<file path="src/rtl/alu_seq.sv">
// alu_seq: registered ALU stage between register-file read and writeback.
//
// It supports eight operations plus a load-constant path, with valid/ready
// handshakes on both sides. Carry and Zero flags are produced alongside the
// result. Shifts are done serially, one bit per cycle, so wide builds need
// no barrel shifter.
//
// Ports
//   Clk       clock, all state on rising edge
//   Reset     asynchronous active-high reset
//   InValid   request valid
//   InReady   request can be accepted (IDLE only)
//   Ldcen     load-constant select, overrides Aluop
//   Aluop     000 AND, 001 ADD, 010 SUB(A-B), 011 OR,
//             100 SHL(B<<A), 101 SHR(B>>A), 110 CMP, 111 MOV(A)
//   LdcVal    load-constant immediate (MSB lands in result MSB)
//   DatA      operand A (shift amount for SHL/SHR)
//   DatB      operand B (value shifted for SHL/SHR)
//   OutValid  Rslt/Carry/Zero valid, held until OutReady
//   OutReady  consumer takes the result
//   Rslt      registered result
//   Carry     ADD carry-out / SUB borrow, 0 for all other ops
//   Zero      Rslt == 0
//
// state | meaning
// ------+--------------------------------------------------------------
// IDLE  | waiting for a request, InReady=1
// SHIFT | serial shift in progress, count_q holds the remaining bits
// DONE  | result presented on OutValid, waiting for OutReady

module alu_seq #(
    parameter int W     = 8,
    parameter int LDC_W = 5
) (
    input  logic             Clk,
    input  logic             Reset,
    input  logic             InValid,
    output logic             InReady,
    input  logic             Ldcen,
    input  logic [2:0]       Aluop,
    input  logic [LDC_W-1:0] LdcVal,
    input  logic [W-1:0]     DatA,
    input  logic [W-1:0]     DatB,
    output logic             OutValid,
    input  logic             OutReady,
    output logic [W-1:0]     Rslt,
    output logic             Carry,
    output logic             Zero
);

    localparam int CW = $clog2(W) + 1;

    localparam logic [2:0] OP_AND = 3'b000;
    localparam logic [2:0] OP_ADD = 3'b001;
    localparam logic [2:0] OP_SUB = 3'b010;
    localparam logic [2:0] OP_OR  = 3'b011;
    localparam logic [2:0] OP_SHL = 3'b100;
    localparam logic [2:0] OP_SHR = 3'b101;
    localparam logic [2:0] OP_CMP = 3'b110;
    localparam logic [2:0] OP_MOV = 3'b111;

    localparam logic [W-1:0]  W_VEC   = W[W-1:0];
    localparam logic [CW-1:0] W_CNT   = W[CW-1:0];
    localparam logic [CW-1:0] CNT_ONE = {{(CW-1){1'b0}}, 1'b1};

    typedef enum logic [1:0] {
        S_IDLE  = 2'd0,
        S_SHIFT = 2'd1,
        S_DONE  = 2'd2
    } state_t;

    state_t          state_q;
    state_t          state_d;

    logic [W-1:0]    rslt_q;
    logic            carry_q;
    logic            zero_q;
    logic [CW-1:0]   count_q;
    logic            dir_right_q;

    logic            accept;
    logic            is_shift;
    logic [CW-1:0]   shift_n;
    logic [W:0]      sum_ext;
    logic [W:0]      diff_ext;
    logic [W-1:0]    imm_rslt;
    logic            imm_carry;
    logic [W-1:0]    ldc_ext;
    logic [W-1:0]    shift_step;

    assign accept   = InValid & (state_q == S_IDLE);
    assign is_shift = (Aluop == OP_SHL) || (Aluop == OP_SHR);

    // Amounts of W or more saturate to W; the result is then all zeros.
    // Below W the amount fits in CW bits, so the low slice is exact.
    always_comb begin
        if (DatA >= W_VEC) begin
            shift_n = W_CNT;
        end else begin
            shift_n = DatA[CW-1:0];
        end
    end

    // Bit W of the extended difference is the unsigned borrow (A < B).
    assign sum_ext  = {1'b0, DatA} + {1'b0, DatB};
    assign diff_ext = {1'b0, DatA} - {1'b0, DatB};

    always_comb begin
        imm_rslt  = '0;
        imm_carry = 1'b0;
        case (Aluop)
            OP_AND:  imm_rslt = DatA & DatB;
            OP_ADD:  {imm_carry, imm_rslt} = sum_ext;
            OP_SUB:  {imm_carry, imm_rslt} = diff_ext;
            OP_OR:   imm_rslt = DatA | DatB;
            OP_CMP: begin
                imm_rslt[0] = (DatA != DatB);
                imm_rslt[1] = (DatA > DatB);
            end
            OP_MOV:  imm_rslt = DatA;
            default: imm_rslt = '0;
        endcase
    end

    // The constant's MSB goes to the result MSB and the remaining bits to
    // the bottom; everything in between stays zero.
    always_comb begin
        ldc_ext              = '0;
        ldc_ext[LDC_W-2:0]   = LdcVal[LDC_W-2:0];
        ldc_ext[W-1]         = LdcVal[LDC_W-1];
    end

    assign shift_step = dir_right_q ? {1'b0, rslt_q[W-1:1]} : {rslt_q[W-2:0], 1'b0};

    // State register
    always_ff @(posedge Clk or posedge Reset) begin
        if (Reset) begin
            state_q <= S_IDLE;
        end else begin
            state_q <= state_d;
        end
    end

    // Next-state logic
    always_comb begin
        state_d = state_q;
        case (state_q)
            S_IDLE: begin
                if (accept) begin
                    if (!Ldcen && is_shift && (shift_n != '0)) begin
                        state_d = S_SHIFT;
                    end else begin
                        state_d = S_DONE;
                    end
                end
            end
            S_SHIFT: begin
                if (count_q == CNT_ONE) begin
                    state_d = S_DONE;
                end
            end
            S_DONE: begin
                if (OutReady) begin
                    state_d = S_IDLE;
                end
            end
            default: state_d = S_IDLE;
        endcase
    end

    // Outputs
    always_comb begin
        InReady  = (state_q == S_IDLE);
        OutValid = (state_q == S_DONE);
    end

    assign Rslt  = rslt_q;
    assign Carry = carry_q;
    assign Zero  = zero_q;

    // Flags change only when the final result is written, never during a
    // shift.
    always_ff @(posedge Clk or posedge Reset) begin
        if (Reset) begin
            rslt_q      <= '0;
            carry_q     <= 1'b0;
            zero_q      <= 1'b0;
            count_q     <= '0;
            dir_right_q <= 1'b0;
        end else begin
            case (state_q)
                S_IDLE: begin
                    if (accept) begin
                        if (Ldcen) begin
                            rslt_q  <= ldc_ext;
                            carry_q <= 1'b0;
                            zero_q  <= (ldc_ext == '0);
                        end else if (is_shift) begin
                            rslt_q      <= DatB;
                            count_q     <= shift_n;
                            dir_right_q <= (Aluop == OP_SHR);
                            if (shift_n == '0) begin
                                carry_q <= 1'b0;
                                zero_q  <= (DatB == '0);
                            end
                        end else begin
                            rslt_q  <= imm_rslt;
                            carry_q <= imm_carry;
                            zero_q  <= (imm_rslt == '0);
                        end
                    end
                end
                S_SHIFT: begin
                    rslt_q  <= shift_step;
                    count_q <= count_q - CNT_ONE;
                    if (count_q == CNT_ONE) begin
                        carry_q <= 1'b0;
                        zero_q  <= (shift_step == '0);
                    end
                end
                default: begin
                end
            endcase
        end
    end

endmodule

</file>
<file path="config.mk">
export PLATFORM = sky130hd
export DESIGN_NAME = alu_seq
export DESIGN_NICKNAME = d
export VERILOG_FILES = /design/src/rtl/alu_seq.sv
export SDC_FILE = /design/constraint.sdc
export NUM_CORES = 1
export LEC_CHECK = 0
export ABC_AREA = 0
export BUFFER_PORTS_ARGS = -buffer_cell sky130_fd_sc_hd__buf_2
export CAP_MARGIN = 10
export CORE_AREA = 2 2 69 71
export DETAILED_ROUTE_END_ITERATION = 16
export DIE_AREA = 0 0 71 73
export PLACE_DENSITY = 0.86
export SETUP_SLACK_MARGIN = 0.4
export SLEW_MARGIN = 0
export SYNTH_ARGS = -nofsm -noshare
export SYNTH_HDL_FRONTEND = slang
export SYNTH_SLANG_ARGS = --single-unit
</file>
<file path="constraint.sdc">
create_clock -name Clk -period 2.6 [get_ports Clk]
set_input_delay 0.26 -clock Clk [delete_from_list [all_inputs] [get_ports Clk]]
set_output_delay 0.26 -clock Clk [all_outputs]
set_load 0.03 [all_outputs]
</file>
# Word level (Yosys, flattened, before mapping)
# Cells that the tools add are included.
[classes]
n_bitwise = 4
n_eq_ne = 17
add_sub_neg = 3
n_reduce_logical = 18
n_lt_le_gt_ge = 2
n_mux = 30
[ops]
columns = ["cell", "n"]
rows = [
  ["$logic_not A8 Y1", 4],
  ["$mux W8", 4],
  ["$pmux W6 S5", 1],
  ["$mux W4", 4],
  ["$pmux W8 S2", 1],
  ["$eq A3 B3 Y1 const B", 4],
  ["$pmux W2 S6", 1],
  ["$reduce_and A4 Y1", 3],
  ["$mux W1", 10],
  ["$add A8 B8 Y9", 1],
  ["$sub A8 B8 Y9", 1],
  ["$and A8 B8 Y8", 1],
  ["$ge A8 B4 Y1 const B", 1],
  ["$gt A8 B8 Y1", 1],
  ["$mux W2", 4],
  ["$ne A8 B8 Y1", 1],
  ["$or A8 B8 Y8", 1],
  ["$pmux W4 S2", 1],
  ["$eq A3 B2 Y1 const B", 2],
  ["$ne A2 B1 Y1 const B", 3],
  ["$pmux W1 S2", 3],
  ["$pmux W2 S3", 1],
  ["$eq A4 B1 Y1 const B", 1],
  ["$logic_not A4 Y1", 1],
  ["other kinds (17)", 19],
]
[totals]
ff_bits = 17

# Depth between registers and ports, before layout
# Gate-level depths: netlist (run 1).
[logic_depth]
depth_word = 8
mapped_depth = 11
depth_no_buf = 11

# Worst setup path before layout (run 1)
# OpenSTA, ideal clock, no wires.
[synth_timing]
path_type = "input -> register"
startpoint = "input DatA[0]"
endpoint = "register zero_q, in the netlist Zero"
n_path_buf = 0
slack_ns = 0.248
required_time_ns = 2.505
t_arrival_ns = 2.257
path_stages = 9
path_cell_list = "ha_1 fa_1 nand3_1 nand2_1 a31o_2 a2111oi_0 o21ai_0 or2_2 o31ai_1"
[synth_via]
elab_chain_cells = 7
[synth_lines]
columns = ["element", "line", "source"]
rows = [
  ["from (decl)", "42", "input logic [W-1:0] DatA,"],
  ["$sub A8 B8 Y9, or another cell as far along", "106", "assign diff_ext = {1'b0, DatA} - {1'b0, DatB};"],
  ["$pmux W2 S6 / $pmux W6 S5 (equally long branches)", "111", "case (Aluop)"],
  ["$logic_not A8 Y1", "209", "zero_q <= (imm_rslt == '0);"],
  ["$mux W1", "198", "end else if (is_shift) begin"],
  ["$mux W1", "194", "if (Ldcen) begin"],
  ["$mux W1", "193", "if (accept) begin"],
  ["$pmux W1 S2", "191", "case (state_q)"],
  ["to (signal assigned)", "197", "zero_q <= (ldc_ext == '0);"],
  ["to (signal assigned)", "204", "zero_q <= (DatB == '0);"],
  ["to (signal assigned)", "209", ""],
  ["to (decl)", "77", "logic zero_q;"],
]
# Parallel ways exist; a longest one is shown, timed or not. The select of a mux whose other input is x is not followed.
# A chain may end at the register's enable or synchronous reset.

# Worst setup path after layout (run 1)
# Same ends and word-level chain as after synthesis.

==> results of run 1 <==
-- final timing paths --
kind | to | slack (ns) | from
setup reg to reg | Zero | 0.51 | count_q[1]
hold / removal | count_q[3] | 0.08 | Reset
hold reg to reg | Carry | 0.48 | Carry
min in group Clk | state_q[1] | 0.18 | OutReady
max in group asynchronous | Rslt[3] | 2.11 | Reset
setup / recovery | Zero | 0.34 | DatA[0]
-- what timing repair did --
action	CTS	global route
pin swaps	1	1
gates resized for setup	13	7
gates cloned	0	0
setup endpoints to repair	2	6
-- power breakdown --
part / switching, mW / internal (mW) / total (mW)
logic: 0.594 / 0.411 / 1.00
clock network: 0.0940 / 0.109 / 0.203
registers: 0.158 / 0.373 / 0.531
-- through the flow --
step / hold slack (ns) / util, % / power (mW) / std cells
floorplan: 0.186 / - / 1.19 / 307
global placement: 0.371 / 59.9 / 1.45 / 404
detailed placement: 0.381 / 59.9 / 1.50 / 404
CTS: 0.102 / 62.1 / 1.71 / 408
global route: 0.182 / 62.8 / 1.85 / 408
finish: 0.0785 / 62.8 / 1.74 / 408
-- sequential cells by signal (all words and copies together), names as in the netlist --
register     count
Zero             1
state_q          2
count_q          4
dir_right_q      1
Carry            1
Rslt             8
-- cells by family after synthesis --
family / share of synthesized area, %
simple gates: 23.5
compound gates: 30.8
buf+inv: 6.72
fa+ha+maj: 15.7
flops: 18.3
mux: 4.57
xor+xnor: 0.376
-- layout by cell type, fill, tap and decap left out, types with 17 or more instances in the layout --
master and n:
a21oi_1 21, o21ai_0 20, buf_4 18, inv_1 24
nor2_1 34, dfrtp_1 17, buf_2 38, ha_1 18
nand2_1 20
-- routing by layer --
layer | up-vias | part of all wire [%]
met5 | - | 0
met4 | 0 | 3.3
met3 | 29 | 7.7
met2 | 159 | 47
met1 | 1256 | 42
li1 | 1224 | -
-- cell type report --
class	count	area [um^2]	share of cell area [%]
Clock buffer	4	45.0	1.58
Inverter	28	108	3.78
Multi-Input combinational cell	249	1880	65.9
Sequential cell	17	425	14.9
Tap cell	54	67.6	2.37
Timing Repair Buffer	56	325	11.4
==> reports/metrics.cfg, run 1 <==
[setup_path]
r2r_cells = 8
critPathMaxStageDelay_ns = 0.37
worstSetupStartpointType = primary input
cp_num_cells = 10
critical_path_class = in -> reg
crit_family = compound AO/OA/AOI/OAI gates
endpoint_kind = flop
worstPathRequired_ns = 2.76
slowest_stage = a2111oi_2
critPathBufInv = 1
cp_cell_sequence = buf_2 > ha_2 > fa_2 > nand3_1 > nand2_2 > a31o_2 > a2111oi_2 > o21ai_1 > or2_2 > o31ai_2
worstPathMaxFanout = 5
worstPathArrival_ns = 2.43

[timing]
slew_headroom_pct = 33.8
post-route-period-util_pct = 87.0
worst_pin_slew_ns = 0.991
hold_viol_final = 0
setup_viol_count_final = 0
fin_skew_ns = 0.00194
slew_viol_final = 0
fmax_mhz = 442
fin_setup_tns_ns = 0
layout_setup_ws_ns = 0.338
grt_setup_unrepaired = yes
min_period_ns = 2.26

[synth]
synth_top_area_share_pct = 18.3
yosys_warnings = 0
synthTopCellsByCount = 34 x nor2_1, 28 x inv_1, 26 x ha_1
synthesis.area_um2 = 2330
yosysTopAreaCell = dfrtp_1
synth-edff-count = 0
synth_nets = 364
synth_area_leaders = dfrtp_1 18%, ha_1 14%, nor2_1 5.5%
synthArstFlopShare_pct = 100
synth_cell_types = 57
avgSynthCellArea_um2 = 7.58
syn_inst = 307
synth_seq_cells = 17
yosysSeqAreaShare_pct = 18.3
synthFlopType = dfrtp_1
synth.most_common_cell = nor2_1

[drt]
routed_wl_mm = 7.17
via_per_inst = 6.54
post_drt_wl_per_cell_um = 17.6
drt_iter0_drc = 245
detail-route-antenna-nets = 0
dr.pass1.iters = 5
drcViolationCount = 0
num_vias = 2668

[layout]
final_cell_area_um2 = 2850
area_growth_pct = 22.4
fin_nets = 412
diodes = 0
n_fill_cell = 399
drive_gt1_share_pct = 28.8

[clocking]
cts_tree = done
clk_pin_slew_worst_paths_ns = 0.06
insertion_delay_ns = 0.26
cts-buffers-inserted = 3
cts_hold_buf = 0
post_cts_buffers = 0
cts_max_path_buffers = 2
htree_levels = 1
cts.sinks = 17
clock-root-buffer = clkbuf_8

[die]
core_um2 = 4540
dieArea_um2 = 5180
die_x_um = 71
chipHeight_um = 73
initial_core_util_pct = 51.3
io-pin-count = 41
rows = 25

[place]
post_dp_cell_area_um2 = 2720
routabilityCongestion = 1.06
post-place-ws_ns = 0.0413
dp_hpwl_mm = 5.52
portBuffers = 40

[grt]
grt_max_degree = 18
busiest_layer = met2
grt_pass1_vias = 2447
grt_use_met2_pct = 49.0
grt_overflow = 0
grt_pass1_wl_mm = 11.6
grt_util_met3_pct = 2.49
antenna_found_initial = 0
use_met1_pct = 35.6
grtUsageTotal_pct = 28.2

[worst_hold_path]
hp-class = in -> async

[pwr]
peakVddDrop_mv = 0.353
leakagePower_nw = 1.28
power_density_nw_per_um2 = 611

[flow_run]
maxCapViolations = 0

[status]
status = finished, final reports clean

Power figures use the tool's default switching activity.
==> run 2: changes to the inputs <==
REMOVE_ABC_BUFFERS = 1   (was default)
==> reports/metrics.cfg, run 2 (synthesis gave the netlist of run 1 again) <==
[status]
status = finished, final reports clean

[place]
portBuffers = 40  ; unchanged
routabilityCongestion = 0.946  ; -11%
dp_hpwl_mm = 5.61  ; +1.7%

[clocking]
cts_max_path_buffers = 2  ; unchanged
cts.sinks = 17  ; unchanged
cts_tree = done
htree_levels = 1  ; unchanged
cts-buffers-inserted = 3  ; unchanged
clock-root-buffer = clkbuf_8
clk_pin_slew_worst_paths_ns = 0.07  ; about the same
cts_hold_buf = 0  ; unchanged
insertion_delay_ns = 0.26  ; about the same

[setup_path]
r2r_cells = 8  ; unchanged
worstSetupStartpointType = primary input
endpoint_kind = flop
reg2reg_to = Zero
critical_path_class = in -> reg
worstPathRequired_ns = 2.75  ; about the same
worstPathArrival_ns = 2.42  ; about the same
rrSetupSlack_ns = 0.55  ; +0.04 ns
rr_startpoint = count_q[1]
worstPathMaxFanout = 4  ; -1

[die]
rows = 25  ; unchanged
chipHeight_um = 73  ; unchanged
dieArea_um2 = 5180  ; unchanged
initial_core_util_pct = 51.3  ; unchanged
io-pin-count = 41  ; unchanged
die_x_um = 71  ; unchanged
core_um2 = 4540  ; unchanged

[layout]
mostFrequentLayoutCells = 41 x buf_4, 40 x buf_2, 33 x nor2_1
area_growth_pct = 29.4
fin_nets = 437  ; +6.1%
drive_gt1_share_pct = 33.0  ; +4.2 points
final-seq-area_um2 = 425  ; unchanged
n_fill_cell = 387  ; -3.0%
multi_input_area_um2 = 1860  ; -0.93%
largest_reg_flops = 8  ; unchanged
diodes = 0  ; unchanged
layout_commonest_cell = buf_4

[grt]
grtUsageTotal_pct = 28.0  ; -0.16 points
grt_pass1_wl_mm = 11.6  ; unchanged
grt_overflow = 0  ; unchanged
grt_pass1_vias = 2466  ; +0.78%
antenna_found_initial = 0  ; unchanged
grt_max_degree = 18  ; unchanged

[drt]
drcViolationCount = 0  ; unchanged
detail-route-antenna-nets = 0  ; unchanged
num_vias = 2744  ; +2.8%
routed_wl_mm = 7.37  ; +2.8%
drt_iter0_drc = 259  ; +5.7%
post_drt_wl_per_cell_um = 17.0  ; -3.2%
via_per_inst = 6.34  ; -3.1%
dr.pass1.iters = 5  ; unchanged

[pwr]
power_density_nw_per_um2 = 583  ; -4.4%
power_mw = 1.76  ; +1.0%
leakagePower_nw = 1.41  ; +9.8%
peakVddDrop_mv = 0.325  ; -8.0%

[timing]
hold_viol_final = 0  ; unchanged
slew_headroom_pct = 56.0  ; +22 points
fin_setup_tns_ns = 0  ; unchanged
worst_pin_slew_ns = 0.659  ; -0.331 ns
grt_setup_unrepaired = yes
slew_viol_final = 0  ; unchanged
fmax_mhz = 440  ; -0.42%
post-route-period-util_pct = 87.4  ; +0.37 points
setup_viol_count_final = 0  ; unchanged
fin_skew_ns = 0.00406  ; +0.00212 ns
min_period_ns = 2.27  ; +0.00957 ns

[worst_hold_path]
hp-class = in -> async

[flow_run]
maxCapViolations = 0  ; unchanged

==> run 2: cell types whose count changed in the layout (fill, tap and decap cells not counted), moves of 2 or more <==
| cell | change |
|---|---|
| inv_1 | +3 |
| buf_4 | +23 |
| inv_2 | -2 |
| buf_2 | +2 |
| ha_4 | -3 |
| or3_4 | +2 |
| or3_1 | -2 |
| a21oi_2 | +2 |
| ha_1 | +2 |
==> run 2: final cells by class <==
class	instances	share of cell area (%)
Sequential cell	17	14.1
Inverter	28	3.49
Timing Repair Buffer	81	16.9
Clock buffer	4	1.50
Tap cell	54	2.24
Multi-Input combinational cell	249	61.8
==> run 2: critical path, cell delays in order <==
cell	delay [ns]
buf_2	0.11
buf_4	0.15
buf_4	0.14
ha_1	0.17
o21ba_2	0.28
o21bai_1	0.11
a221oi_1	0.32
o221ai_1	0.23
a211oi_1	0.27
o21ai_0	0.14
a22o_1	0.23
==> run 2: report_power, final <==
| group | switching, mW | total [mW] | internal, mW |
|---|---|---|---|
| logic | 0.594 | 1.03 | 0.437 |
| clock network | 0.0950 | 0.204 | 0.109 |
| registers | 0.149 | 0.522 | 0.373 |
| total | 0.838 | 1.76 | 0.919 |
==> run 2: per-stage QoR <==
| stage | hold slack [ns] | utilization [%] | area [um^2] | worst slack [ns] | cells |
|---|---|---|---|---|---|
| after floorplan | 0.186 | - | 2280 | 0.248 | 294 |
| after global placement | 0.370 | 62.7 | 2840 | 0.0153 | 428 |
| after detailed placement | 0.383 | 62.7 | 2840 | 0.0118 | 428 |
| after CTS | 0.107 | 65.0 | 2950 | 0.342 | 433 |
| after global routing | 0.143 | 66.4 | 3010 | 0.255 | 433 |
| final | 0.0821 | 66.4 | 3010 | 0.329 | 433 |
==> run 2: worst max path at each step <==
stage,from,slack [ns],cells after the start,end
2_1_floorplan,DatA[0],0.25,9,Zero
3_3_place_gp,DatA[0],0.02,10,Zero
3_5_place_dp,DatA[0],0.01,10,Zero
4_1_cts,DatA[0],0.34,10,Zero
5_1_grt,DatA[0],0.25,12,Zero
6_report,DatA[1],0.33,11,Rslt[3]
==> run 2: layer usage <==
metal | vias to the layer above | share of wire, % | track usage (%)
met5 | - | 0 | 0
met4 | 0 | 4.2 | 14.7
met3 | 35 | 7.6 | 2.07
met2 | 158 | 48 | 47.6
met1 | 1270 | 40 | 35.7
li1 | 1281 | - | -
==> run 2: timing repair <==
| item | CTS | global route |
|---|---|---|
| setup buffers | 1 | 0 |
| resized for setup | 13 | 15 |
| endpoints found under the setup margin | 4 | 6 |
| pin swaps | 3 | 5 |
==> run 3: changes to the inputs <==
CORE_AREA = 2 2 70 72   (was 2 2 69 71)
DIE_AREA = 0 0 72 74   (was 0 0 71 73)
PLACE_DENSITY = 0.87   (was 0.86)
clock period = 2 ns   (was 2.6 ns; I/O delays follow)
==> reports/metrics.cfg, run 3 (synthesis gave the netlist of run 1 again) <==
[layout]
fin_nets = 499  ; +14%
layout_commonest_cell = buf_4
final_cell_area_um2 = 4060  ; +35%
drive_gt1_share_pct = 54.9  ; +22 points
largest_reg_flops = 8  ; unchanged
mostFrequentLayoutCells = 86 x buf_4, 31 x nor2_1, 31 x buf_2
diodes = 0  ; unchanged
area_growth_pct = 74.4

[grt]
grt_max_degree = 18  ; unchanged
antenna_found_initial = 0  ; unchanged
grt_pass1_wl_mm = 15.5  ; +34%
grt_overflow = 0  ; unchanged
grtUsageTotal_pct = 37.4  ; +9.4 points
grt_pass1_vias = 3178  ; +29%

[die]
core_um2 = 4600  ; +1.4%
dieArea_um2 = 5330  ; +2.8%
die_x_um = 72  ; +1.4%
rows = 25  ; unchanged
io-pin-count = 41  ; unchanged
chipHeight_um = 74  ; +1.4%
initial_core_util_pct = 50.6  ; -0.70 points

[drt]
drt_iter0_drc = 561  ; +120%
num_vias = 3516  ; +28%
routed_wl_mm = 12.2  ; +65%
drcViolationCount = 0  ; unchanged
via_per_inst = 7.10  ; +12%
post_drt_wl_per_cell_um = 24.6  ; +44%
detail-route-antenna-nets = 0  ; unchanged
dr.pass1.iters = 6  ; +1

[clocking]
cts.sinks = 17  ; unchanged
htree_levels = 1  ; unchanged
cts_hold_buf = 0  ; unchanged
clock-root-buffer = clkbuf_8
cts_tree = done
clk_pin_slew_worst_paths_ns = 0.07  ; about the same
cts_max_path_buffers = 2  ; unchanged
cts-buffers-inserted = 3  ; unchanged
insertion_delay_ns = 0.25  ; about the same

[setup_path]
worstPathArrival_ns = 2.50  ; +0.08 ns
rr_startpoint = Rslt[6]
reg2reg_to = Zero
rrSetupSlack_ns = -0.03  ; -0.58 ns
critPathBufInv = 3  ; unchanged
cp_num_cells = 12  ; +1
critical_path_class = in -> reg
endpoint_kind = flop
worstPathRequired_ns = 2.15  ; -0.60 ns
slowest_stage = a2111oi_4
critPathMaxStageDelay_ns = 0.32  ; about the same
crit_family = compound AO/OA/AOI/OAI gates
cp_cell_sequence = buf_8 > buf_6 > ha_4 > inv_2 > fa_2 > nand2b_1 > a22o_1 > o21a_1 > a2111oi_4 > o21ai_2 > or2_2 > o31ai_1
worstSetupStartpointType = primary input
r2r_cells = 6  ; -2
worstPathMaxFanout = 3  ; -1

[pwr]
power_frac_comb_pct = 67.0  ; +8.3 points
p_sw_mw = 1.39  ; +66%
leakagePower_nw = 1.81  ; +28%
p_seq_share_pct = 23.7  ; -6.0 points
peakVddDrop_mv = 0.494  ; +52%
power.share.clock_pct = 9.3  ; -2.3 points
power_density_nw_per_um2 = 699  ; +20%
internal-power_mw = 1.45  ; +57%
power_mw = 2.83  ; +61%
swShare_pct = 49.0  ; +1.3 points

[timing]
setup_viol_count_final = 6  ; +6
grt_setup_unrepaired = yes
slew_viol_final = 0  ; unchanged
hold_viol_final = 0  ; unchanged
layout_setup_ws_ns = -0.350  ; -0.678 ns
fin_skew_ns = 0.00130  ; -0.00276 ns
post-route-period-util_pct = 117
worst_pin_slew_ns = 0.661  ; +0.00139 ns
slew_headroom_pct = 55.9  ; -0.093 points
fmax_mhz = 426
min_period_ns = 2.35

[place]
portBuffers = 40  ; unchanged
routabilityCongestion = 0.995  ; +5.1%
dp_hpwl_mm = 6.51  ; +16%
post_dp_cell_area_um2 = 3200  ; +13%

[flow_run]
maxCapViolations = 0  ; unchanged

[status]
status = finished, violations left
violations = setup timing

[worst_hold_path]
hp-class = in -> async

## run 3: cell types whose count changed in the layout (fill, tap and decap cells not counted), moves of 10 or more
| cell | before | now |
|---|---|---|
| inv_1 | 27 | 16 |
| o21ai_0 | 20 | 9 |
| ha_4 | 1 | 13 |
| buf_4 | 41 | 86 |
| buf_6 | 0 | 22 |
| ha_1 | 20 | 10 |
## run 3: final cells by class
type,count,area (um^2)
inverters,28,115
fillers,191,541
flip-flops and latches,17,425
repair buffers,143,1110
well taps,54,67.6
clock buffers,4,45.0
multi-input cells,249,2300
## run 3: repair_timing
| item | in CTS | in global routing |
|---|---|---|
| pin swaps | 28 | 27 |
| resized for setup | 88 | 66 |
| buffers inserted | 8 | 7 |
| endpoints found under the setup margin | 15 | 15 |
## run 3: worst max path at each step
| stage | startpoint | to | slack, ns |
|---|---|---|---|
| finish | DatB[0] | Zero | -0.35 |
| global route | DatB[0] | Zero | -0.40 |
| floorplan | DatA[0] | Zero | -0.29 |
| CTS | DatB[0] | Zero | -0.1 |
| global placement | DatA[0] | Zero | -0.56 |
| detailed placement | DatA[0] | Zero | -0.57 |
## run 3: power by group through the flow
stage	combinational (mW)	clock (mW)	sequential (mW)
2_1_floorplan	0.681	0	0.816
3_3_place_gp	1.40	0	0.628
3_5_place_dp	1.43	0	0.643
4_1_cts	1.59	0.260	0.641
5_1_grt	1.99	0.272	0.674
6_report	1.90	0.263	0.672
## run 3: per-stage QoR
step	util [%]	std cells	TNS [ns]	hold WS [ns]	worst slack [ns]
detailed placement	69.7	476	-3.51	0.318	-0.566
finish	88.2	495	-1.19	0.0287	-0.350
global placement	69.7	476	-3.05	0.315	-0.562
global route	88.2	495	-1.36	0.0885	-0.395
floorplan	-	294	-0.576	0.126	-0.292
CTS	80.0	488	-0.117	0.0511	-0.0961
## run 3: metal layers
layer	track usage, %	vias to the layer above	share of wire, %
met5	0	-	0
met4	23.7	0	8.1
met3	5.56	130	13
met2	63.7	378	44
met1	44.6	1593	35
li1	-	1415	-
